$ cat src/rtl/hazard_ctrl.sv
// Purpose: stall/flush/forward control for the 5-stage core from a shadow EX/MEM/WB pipeline.
// Latency: stall/bubble/flush are combinational; fwd selects come from registers; shadow moves 1 stage per cycle.
// Backpressure: StallIF holds IF/ID on hazards; a taken branch overrides the stall. Build with HAZARD_FORWARD_EN to enable forwarding.
module hazard_ctrl #(
   parameter int REG_W = 5,
   parameter int CNT_W = 16
) (
   input  logic             Clk,
   input  logic             Rst_n,
   input  logic             IdValid,
   input  logic [REG_W-1:0] IdRs,
   input  logic [REG_W-1:0] IdRt,
   input  logic             IdUseRs,
   input  logic             IdUseRt,
   input  logic [REG_W-1:0] IdWrReg,
   input  logic             IdRegWrite,
   input  logic             IdMemRead,
   input  logic             ExBranchTaken,
   output logic             StallIF,
   output logic             BubbleEX,
   output logic             FlushID,
   output logic [1:0]       FwdASlc,
   output logic [1:0]       FwdBSlc,
   output logic [CNT_W-1:0] StallCnt
);

   typedef struct packed {
      logic             vld;
      logic [REG_W-1:0] rs;
      logic [REG_W-1:0] rt;
      logic             use_rs;
      logic             use_rt;
      logic [REG_W-1:0] wr;
      logic             reg_write;
      logic             mem_read;
   } ex_t;

   typedef struct packed {
      logic             vld;
      logic [REG_W-1:0] wr;
      logic             reg_write;
      logic             mem_read;
   } mem_t;

   typedef struct packed {
      logic             vld;
      logic [REG_W-1:0] wr;
      logic             reg_write;
   } wb_t;

   ex_t              ex_q, ex_d;
   mem_t             mem_q, mem_d;
   wb_t              wb_q, wb_d;
   logic [CNT_W-1:0] stall_cnt_q, stall_cnt_d;
   logic             hazard;
   logic             rs_ex, rt_ex;
   logic             unused_shadow;

   // A stage writes r only if it is live, writes the regfile, targets r, and r is not $0.
   function automatic logic is_writer(input logic vld, input logic reg_write,
                                      input logic [REG_W-1:0] wr, input logic [REG_W-1:0] r);
      return vld && reg_write && (wr == r) && (r != '0);
   endfunction

   // Hazard detection and branch squash from the ID inputs and EX/MEM shadow.
   always_comb begin
      hazard = 1'b0;
      rs_ex  = IdUseRs && is_writer(ex_q.vld, ex_q.reg_write, ex_q.wr, IdRs);
      rt_ex  = IdUseRt && is_writer(ex_q.vld, ex_q.reg_write, ex_q.wr, IdRt);
`ifdef HAZARD_FORWARD_EN
      hazard = IdValid && ex_q.mem_read && (rs_ex || rt_ex);
`else
      hazard = IdValid && (rs_ex || rt_ex ||
               (IdUseRs && is_writer(mem_q.vld, mem_q.reg_write, mem_q.wr, IdRs)) ||
               (IdUseRt && is_writer(mem_q.vld, mem_q.reg_write, mem_q.wr, IdRt)));
`endif
      StallIF  = hazard && !ExBranchTaken;
      BubbleEX = hazard || ExBranchTaken;
      FlushID  = ExBranchTaken;
   end

`ifdef HAZARD_FORWARD_EN
   function automatic logic [1:0] fwd_sel(input logic use_src, input logic [REG_W-1:0] r);
      logic [1:0] sel;
      sel = 2'd0;
      if (use_src) begin
         if (is_writer(mem_q.vld, mem_q.reg_write, mem_q.wr, r))
            sel = 2'd1;
         else if (is_writer(wb_q.vld, wb_q.reg_write, wb_q.wr, r))
            sel = 2'd2;
      end
      return sel;
   endfunction

   // Operand mux selects depend only on shadow registers; MEM result beats WB result.
   always_comb begin
      FwdASlc = 2'd0;
      FwdBSlc = 2'd0;
      if (ex_q.vld) begin
         FwdASlc = fwd_sel(ex_q.use_rs, ex_q.rs);
         FwdBSlc = fwd_sel(ex_q.use_rt, ex_q.rt);
      end
   end

   assign unused_shadow = mem_q.mem_read;
`else
   assign FwdASlc = 2'd0;
   assign FwdBSlc = 2'd0;
   assign unused_shadow = ^{ex_q.rs, ex_q.rt, ex_q.use_rs, ex_q.use_rt, mem_q.mem_read, wb_q};
`endif

   // Shadow pipeline advance and saturating stall counter next state.
   always_comb begin
      ex_d = '0;
      if (IdValid && !BubbleEX) begin
         ex_d.vld       = 1'b1;
         ex_d.rs        = IdRs;
         ex_d.rt        = IdRt;
         ex_d.use_rs    = IdUseRs;
         ex_d.use_rt    = IdUseRt;
         ex_d.wr        = IdWrReg;
         ex_d.reg_write = IdRegWrite;
         ex_d.mem_read  = IdMemRead;
      end
      mem_d.vld       = ex_q.vld;
      mem_d.wr        = ex_q.wr;
      mem_d.reg_write = ex_q.reg_write;
      mem_d.mem_read  = ex_q.mem_read;
      wb_d.vld        = mem_q.vld;
      wb_d.wr         = mem_q.wr;
      wb_d.reg_write  = mem_q.reg_write;
      stall_cnt_d     = stall_cnt_q;
      if (StallIF && (stall_cnt_q != '1))
         stall_cnt_d = stall_cnt_q + 1'b1;
   end

   // State registers; reset empties every shadow stage and clears the counter.
   always_ff @(posedge Clk or negedge Rst_n) begin
      if (!Rst_n) begin
         ex_q        <= '0;
         mem_q       <= '0;
         wb_q        <= '0;
         stall_cnt_q <= '0;
      end else begin
         ex_q        <= ex_d;
         mem_q       <= mem_d;
         wb_q        <= wb_d;
         stall_cnt_q <= stall_cnt_d;
      end
   end

   assign StallCnt = stall_cnt_q;

endmodule

$ cat config.mk
export PLATFORM = sky130hd
export DESIGN_NAME = hazard_ctrl
export DESIGN_NICKNAME = d
export VERILOG_FILES = /design/src/rtl/hazard_ctrl.sv
export SDC_FILE = /design/constraint.sdc
export NUM_CORES = 1
export LEC_CHECK = 0
export CAP_MARGIN = 30
export CORE_AREA = 3 3 60 62
export CTS_BUF_LIST = sky130_fd_sc_hd__clkbuf_8
export DETAILED_ROUTE_END_ITERATION = 10
export DIE_AREA = 0 0 63 65
export GPL_TIMING_DRIVEN = 0
export PLACE_DENSITY = 0.84
export SLEW_MARGIN = 20
export SYNTH_ARGS = -nofsm -noshare
export SYNTH_HDL_FRONTEND = slang
export SYNTH_SLANG_ARGS = --single-unit
$ cat constraint.sdc
create_clock -name Clk -period 3.64 [get_ports Clk]
set_clock_uncertainty 0.05 [all_clocks]
set_input_delay 1.092 -clock Clk [delete_from_list [all_inputs] [get_ports Clk]]
set_output_delay 1.092 -clock Clk [all_outputs]
set_load 0.1 [all_outputs]
After elaboration in Yosys (flattened, before gate mapping)
Cells that the tools add are included. W data, S select, Z words.

Word-level logic and storage cells: 40. Output and inout bits: 23. Input bits: 23. Register bits after elaboration: 30.

Add/subtract/negate cells: 1. Multiplexer cells: 1. Eq/ne operators: 5. Reduce and logical (&&, ||, !) cells: 26.

Operators by type and width (number): $eq A5 B5 Y1 (4); $mux W20 (1); $logic_and A1 B1 Y1 (18); $add A16 B1 Y16 const B (1); $ne A16 B16 Y1 const B (1); $reduce_bool A5 Y1 (2); $logic_or A1 B1 Y1 (4); $logic_not A1 Y1 (2).

Longest topological paths before layout
Gate-level depths: netlist of run 1.

Depth after elaboration: 12. Depth in mapped cells: 8. Gate-level depth less buffers: 7.

Worst setup path before layout of run 1
Ideal clock, no wire load.

Path kind: input -> output. From: in IdRs[3]. To: out StallIF. Stages on the path: 5. Setup slack: -0.850 ns. Data required time: 2.498 ns. Path buffers: 0. Arrival: 3.348 ns. Path through: xor2_1 -> nor4_1 -> a22oi_1 -> o22ai_1 -> nor2b_1.

Cells in the longest elaborated chain, start to end: 9. Elaborated cells on any way between the ends: 14. Classes of those cells: eq/ne: 2; reduce/logical: 12.

Ends and longest elaborated chain: start: declaration (RTL line 11) `input logic [REG_W-1:0] IdRs,`; $eq A5 B5 Y1 (RTL line 62) `return vld && reg_write && (wr == r) && (r != '0);`; $logic_and A1 B1 Y1 (2 in a row) (RTL line 62); $logic_and A1 B1 Y1 (RTL line 68) `rs_ex = IdUseRs && is_writer(ex_q.vld, ex_q.reg_write, ex_q.wr, IdRs);`; $logic_or A1 B1 Y1 (RTL line 73) `hazard = IdValid && (rs_ex || rt_ex ||`; $logic_or A1 B1 Y1 * (RTL line 73); $logic_or A1 B1 Y1 * (RTL line 74) `(IdUseRs && is_writer(mem_q.vld, mem_q.reg_write, mem_q.wr, IdRs)) ||`; $logic_and A1 B1 Y1 * (RTL line 73); $logic_and A1 B1 Y1 * (RTL line 77) `StallIF = hazard && !ExBranchTaken;`; end: declaration (RTL line 19) `output logic StallIF,`.

Every way passes the cells marked *; elsewhere a longest branch is shown, timed or not.

Worst setup path after layout of run 1
From: in IdRs[2]. To: out StallIF.

Same word-level chain as after synthesis.

==> results of run 1 <==
-- per-stage QoR --
stage	area, um2	utilization [%]	TNS [ps]	hold slack, ps
floorplan	1510	-	-47.1	304
global placement	1960	63.8	-3140	308
detailed placement	1960	63.7	-3300	316
CTS	2160	70.1	0	329
global route	2180	70.8	-5.54	349
finish	2180	70.8	0	327
-- cell usage in the layout (no fill, tap or decap), types with 2 or more instances in the layout --
master            n
dfrtp_1          30
and4_1            2
buf_6             2
xnor2_1          13
xor2_1           18
buf_2             7
clkbuf_8          5
buf_4            13
clkdlybuf4s15_2   3
and2_1            7
and3_1            2
nand3_1           8
a311o_1           2
nand2b_1          2
nor2_1            7
o21ai_4           2
inv_1             3
xor2_2            3
conb_1            4
or4_4             2
nand2_1           7
nand4_1           3
clkdlybuf4s50_1  26
buf_12            2
nor4_2            4
a22oi_2           2
-- area by class of cell --
cell class,instances,area (um2)
Sequential cell,30,751
Clock buffer,5,68.8
Clock inverter,2,7.51
Multi-Input combinational cell,99,800
Inverter,1,3.75
Timing Repair Buffer,48,445
Tap cell,44,55.1
Buffer,6,48.8
Fill cell,210,898
-- worst max-delay path, stage by stage --
cell     delay [ps]
buf_2           130
xor2_1          170
nor4_2          320
a22oi_2         150
o22ai_2         200
nor2b_4         200
buf_12          180
-- cell usage after synthesis --
cell      instances
dfrtp_1          30
xor2_1           21
xnor2_1          13
nand3_1           8
and2_1            7
nand2_1           7
nor2_1            7
buf_4             5
nor4_1            5
nand4_1           3
a22oi_1           2
a311o_1           2
and3_1            2
and4_1            2
nand2b_1          2
nor2b_1           2
o21ai_1           2
or4_1             2
a21o_1            1
a21oi_1           1
a41oi_1           1
and4_4            1
buf_6             1
conb_1            1
ha_1              1
inv_1             1
mux2_2            1
o22ai_1           1
o22ai_4           1
-- where the power goes --
group          switching, mW  internal, mW
Combinational         0.0698        0.0431
Sequential           0.00725         0.341
Clock                  0.107         0.125
-- metal layers --
metal  up-vias  global-route usage, %  routed length, um
met1       587                   23.5               1510
met2        35                   30.6               1770
met4         0                   8.26                 75
li1        566                      -                  -
met5         -                      0                  0
met3         7                   4.33                169
-- registers in the layout, summed over array words and instances (netlist names) --
| register | count |
|---|---|
| StallCnt | 16 |
| ex_q | 7 |
| mem_q | 7 |
-- how the worst min path moves through the flow --
stage                     endpoint  cells after the start  slack (ps)      from
after floorplan           mem_q[1]                      0         300   ex_q[1]
after detailed placement  mem_q[7]                      0         320  ex_q[19]
after global routing      mem_q[7]                      0         350  ex_q[19]
after CTS                 mem_q[7]                      0         330  ex_q[19]
final                     mem_q[7]                      0         330  ex_q[19]
after global placement    mem_q[7]                      0         310  ex_q[19]
-- cell families (layout without fill, tap and decap cells) --
family,after synthesis,after routing,share of synthesized area (%)
simple gates,48,48,18.0
xor+xnor,34,34,20.0
flops,30,30,50.4
compound gates,11,11,6.22
buf+inv,7,62,3.53
fa+ha+maj,1,1,0.840
other cells,1,4,0.252
mux,1,1,0.756
-- timing repair --
item,CTS,global route
hold endpoints to repair,0,0
setup endpoints to repair,3,2
pin swaps,11,11
setup buffers,7,1
resized for setup,65,12
==> qor.yml, run 1 <==
finalMaxSlewViolations: 0
reg2reg_depth: 8
synth_area_per_cell_um2: 11.2
worst_slack_ps: 48.4
place_hpwl_um: 2430
drv_cap: 0
hold_buffers: 0
power.leakage_nw: 0.969
fmax_mhz: 278
clock-root-buffer: "clkbuf_8"
slew_headroom_pct: 34.3
ios: 46
crit_type: "input pin to output pin"
synth_cell_types: 29
cts_buffers: 5
fin_cells: 235
yosysTopAreaCell: "dfrtp_1"
end_kind: "output pin"
initial_utilization_pct: 48.4
grt_pass1_vias: 1257
place_ws_ps: -1510
grt_pass1_wl_um: 5890
run_status: "finished clean"
antenna_found_initial: 0
drtIter0Drc: 70
ant_nets: 0
p_total_mw: 0.694
final_nets: 215
drcViolationCount: 0
core_area_mm2: 0.00308
cp-start-kind: "input pin"
place_congestion: 0.786
endpoint: "StallIF"
crit_required_ps: 2500
area_delta_synth_final_pct: 46.4
via_count: 1195
netlist_instances: 133
dr.pass1.iters: 4
viasPerCell: 5.09
peakVddDrop_mv: 0.246
hold_violations: 0
drive_above_1_share_pct: 27.2
htree_num_levels: 2
routed_wl_um: 3520
cp-startpoint: "IdRs[2]"
antennaDiodeCount: 0
std_cell_rows: 20
clkTransAtPathRegs_ps: 60
ys_seq_area_share_pct: 50.4
r2r_setup_slack_ps: 1380
synth.area.top_cells: "dfrtp_1, xor2_1, xnor2_1"
clock_latency_ps: 270
clock-sinks: 30
grt_use_total_pct: 18.6
grt_max_degree: 31
synthesis.area_mm2: 0.00149
r2r_end: "StallCnt[8]"
cts_tree: "done"
dieArea_mm2: 0.00410
clockBufferDepth: 2
min_period_ps: 3590
port_buffers: 40
report.final.setup_viol: 0
hold_class: "flip-flop to flip-flop"
cp_max_fo: 3
p_per_area_mw_per_mm2: 318
finalCritPeriodShare_pct: 98.7
critPathArrivalTime_ps: 2450
wl_per_cell_um: 15.0
grt.overflow.total: 0
chipHeight_um: 65
worstReg2RegStart: "StallCnt[0]"
worst_pin_slew_ps: 982
die_x_um: 63
place_inst: 220
ys_warn_count: 0
yosys_register_bits: 30
synth_top_area_share_pct: 50.4
Power figures use the tool's default switching activity.
==> run 2, diff against run 1 <==
CORE_AREA = 3 3 59 61   (was 3 3 60 62)
DIE_AREA = 0 0 62 64   (was 0 0 63 65)
PLACE_DENSITY = 0.86   (was 0.84)
clock period = 4.7 ns   (was 3.64 ns; I/O delays follow)
==> run 2 against run 1 <==
Compared with the run above:
- global-route usage increased by 2.1 points
- core utilization decreased by 1.2 points
- cell area down 3.3%
- power fell by 23%
- sequential power decreased by 23%
- worst hold slack better by 9.6 ps
- cell count decreased by 2.6%
- combinational power down 27%
- die area decreased by 3.1%
- clock power down 21%
- sequential share of layout area rose by 1.2 points
- critical path depth decreased by 1
- critical endpoint is now BubbleEX
- largest power group unchanged
==> qor.yml, run 2 (synthesis gave the netlist of run 1 again) <==
p_per_area_mw_per_mm2: 254
antenna_found_initial: 0
fin_cells: 229
hold_violations: 0
grt.overflow.total: 0
dieArea_mm2: 0.00397
cts_tree: "done"
end_kind: "output pin"
core_area_mm2: 0.00303
cp-start-kind: "input pin"
via_count: 1199
wl_per_cell_um: 16.0
use_met1_pct: 25.1
hold_path_startpoint: "ex_q[19]"
report.final.setup_viol: 0
reg2reg_depth: 8
port_buffers: 40
viasPerCell: 5.24
ios: 46
dr.pass1.iters: 4
min_period_ps: 4670
crit_type: "input pin to output pin"
grt_pass1_vias: 1267
place_congestion: 0.821
busiest_layer: "met2"
hold_end: "mem_q[7]"
hold_buffers: 0
layout_common_cells: "clkdlybuf4s50_1, dfrtp_1, xor2_1"
die_x_um: 62
worst_pin_slew_ps: 990
whs_path_depth: 0
drive_above_1_share_pct: 14.6
finalMaxSlewViolations: 0
antennaDiodeCount: 0
chipHeight_um: 64
mostFrequentLayoutCell: "clkdlybuf4s50_1"
clockBufferDepth: 2
grt_max_degree: 31
r2r_end: "StallCnt[8]"
hold_class: "flip-flop to flip-flop"
initial_utilization_pct: 49.2
cp_max_fo: 3
finalCritPeriodShare_pct: 99.3
crit_required_ps: 3240
finalSetupTns_ps: 0
final_nets: 209
clock-sinks: 30
routed_wl_um: 3650
grt_pass1_wl_um: 6010
fillers: 217
drtIter0Drc: 63
clock-root-buffer: "clkbuf_8"
cp-startpoint: "IdRt[1]"
place_inst: 220
peakVddDrop_mv: 0.189
run_status: "finished clean"
clkTransAtPathRegs_ps: 60
critPathArrivalTime_ps: 3210
largest_reg_flops: 16
worstReg2RegStart: "StallCnt[0]"
slew_headroom_pct: 33.8
fin_util_pct: 69.6
std_cell_rows: 20
met3_usage_pct: 5.25
place_hpwl_um: 2540
grt_setup_unrepaired: "yes"
drcViolationCount: 0
area_delta_synth_final_pct: 41.6
ant_nets: 0
htree_num_levels: 2
cts_buffers: 5
r2r_setup_slack_ps: 2400
power.leakage_nw: 0.927
fmax_mhz: 214
clock_latency_ps: 270
grt.met2_usage_pct: 33.0
grt_use_total_pct: 20.8
drv_cap: 0
run 2: cell count changes in the layout (fill, tap and decap cells not counted), moves of 2 or more:
cell             delta
or4_1               +2
clkdlybuf4s15_2     -3
buf_4               -6
clkdlybuf4s50_1    +11
or4_4               -2
xor2_1              +3
buf_2               -6
xor2_2              -3
o21ai_4             -2
run 2: how the worst max path moves through the flow:
stage | endpoint | depth (start not counted) | slack (ps)
floorplan | StallIF | 5 | 80
global placement | StallIF | 7 | -990
detailed placement | StallIF | 7 | -1060
CTS | StallIF | 7 | -30
global route | StallIF | 7 | -40
finish | BubbleEX | 6 | 30
run 2: layout make-up:
| cell class | instances | area (um2) | area share [%] |
|---|---|---|---|
| flip-flops and latches | 30 | 751 | 35.6 |
| plain buffers | 6 | 48.8 | 2.31 |
| multi-input cells | 99 | 743 | 35.3 |
| clock inverters | 2 | 7.51 | 0.356 |
| well taps | 44 | 55.1 | 2.61 |
| clock buffers | 5 | 68.8 | 3.26 |
| inverters | 1 | 3.75 | 0.178 |
| repair buffers | 42 | 430 | 20.4 |
run 2: per-layer routing:
layer	share of wire [%]	wire length, um
met5	0	0
met4	3.1	112
met1	39	1440
met2	52	1900
met3	5.4	199
run 2: repair_timing:
item                                   CTS  global route
buffers inserted                         0             2
gates resized for setup                 16            10
endpoints found under the hold margin    0             0
pin swaps                                0             1
setup endpoints to repair                2             2
run 2: stage by stage:
step	hold slack [ps]	power [mW]	cell area [um2]	setup slack, ps
6_report	336	0.535	2110	34.0
5_1_grt	352	0.558	2110	-39.6
4_1_cts	347	0.538	2040	-27.9
3_5_place_dp	312	0.350	1950	-1060
3_3_place_gp	307	0.349	1960	-985
2_1_floorplan	304	0.317	1500	85.0
run 2: worst max-delay path, stage by stage:
cell,delay [ps]
clkdlybuf4s50_1,480
or4_1,570
o21ai_1,220
o22ai_2,140
a21o_1,230
buf_12,170
run 2: where the power goes:
| part | internal, mW | leakage (nW) | switching [mW] | total, mW |
|---|---|---|---|---|
| Clock | 0.0972 | 0.0466 | 0.0860 | 0.183 |
| Combinational | 0.0319 | 0.470 | 0.0503 | 0.0822 |
| Sequential | 0.264 | 0.411 | 0.00546 | 0.269 |
| Total | 0.393 | 0.927 | 0.142 | 0.535 |
==> run 3, diff against run 2 <==
CTS_CLUSTER_DIAMETER = 100   (was not set)
==> results of run 3 <==
Final layout, timing and power as in run 2 (identical DEF).
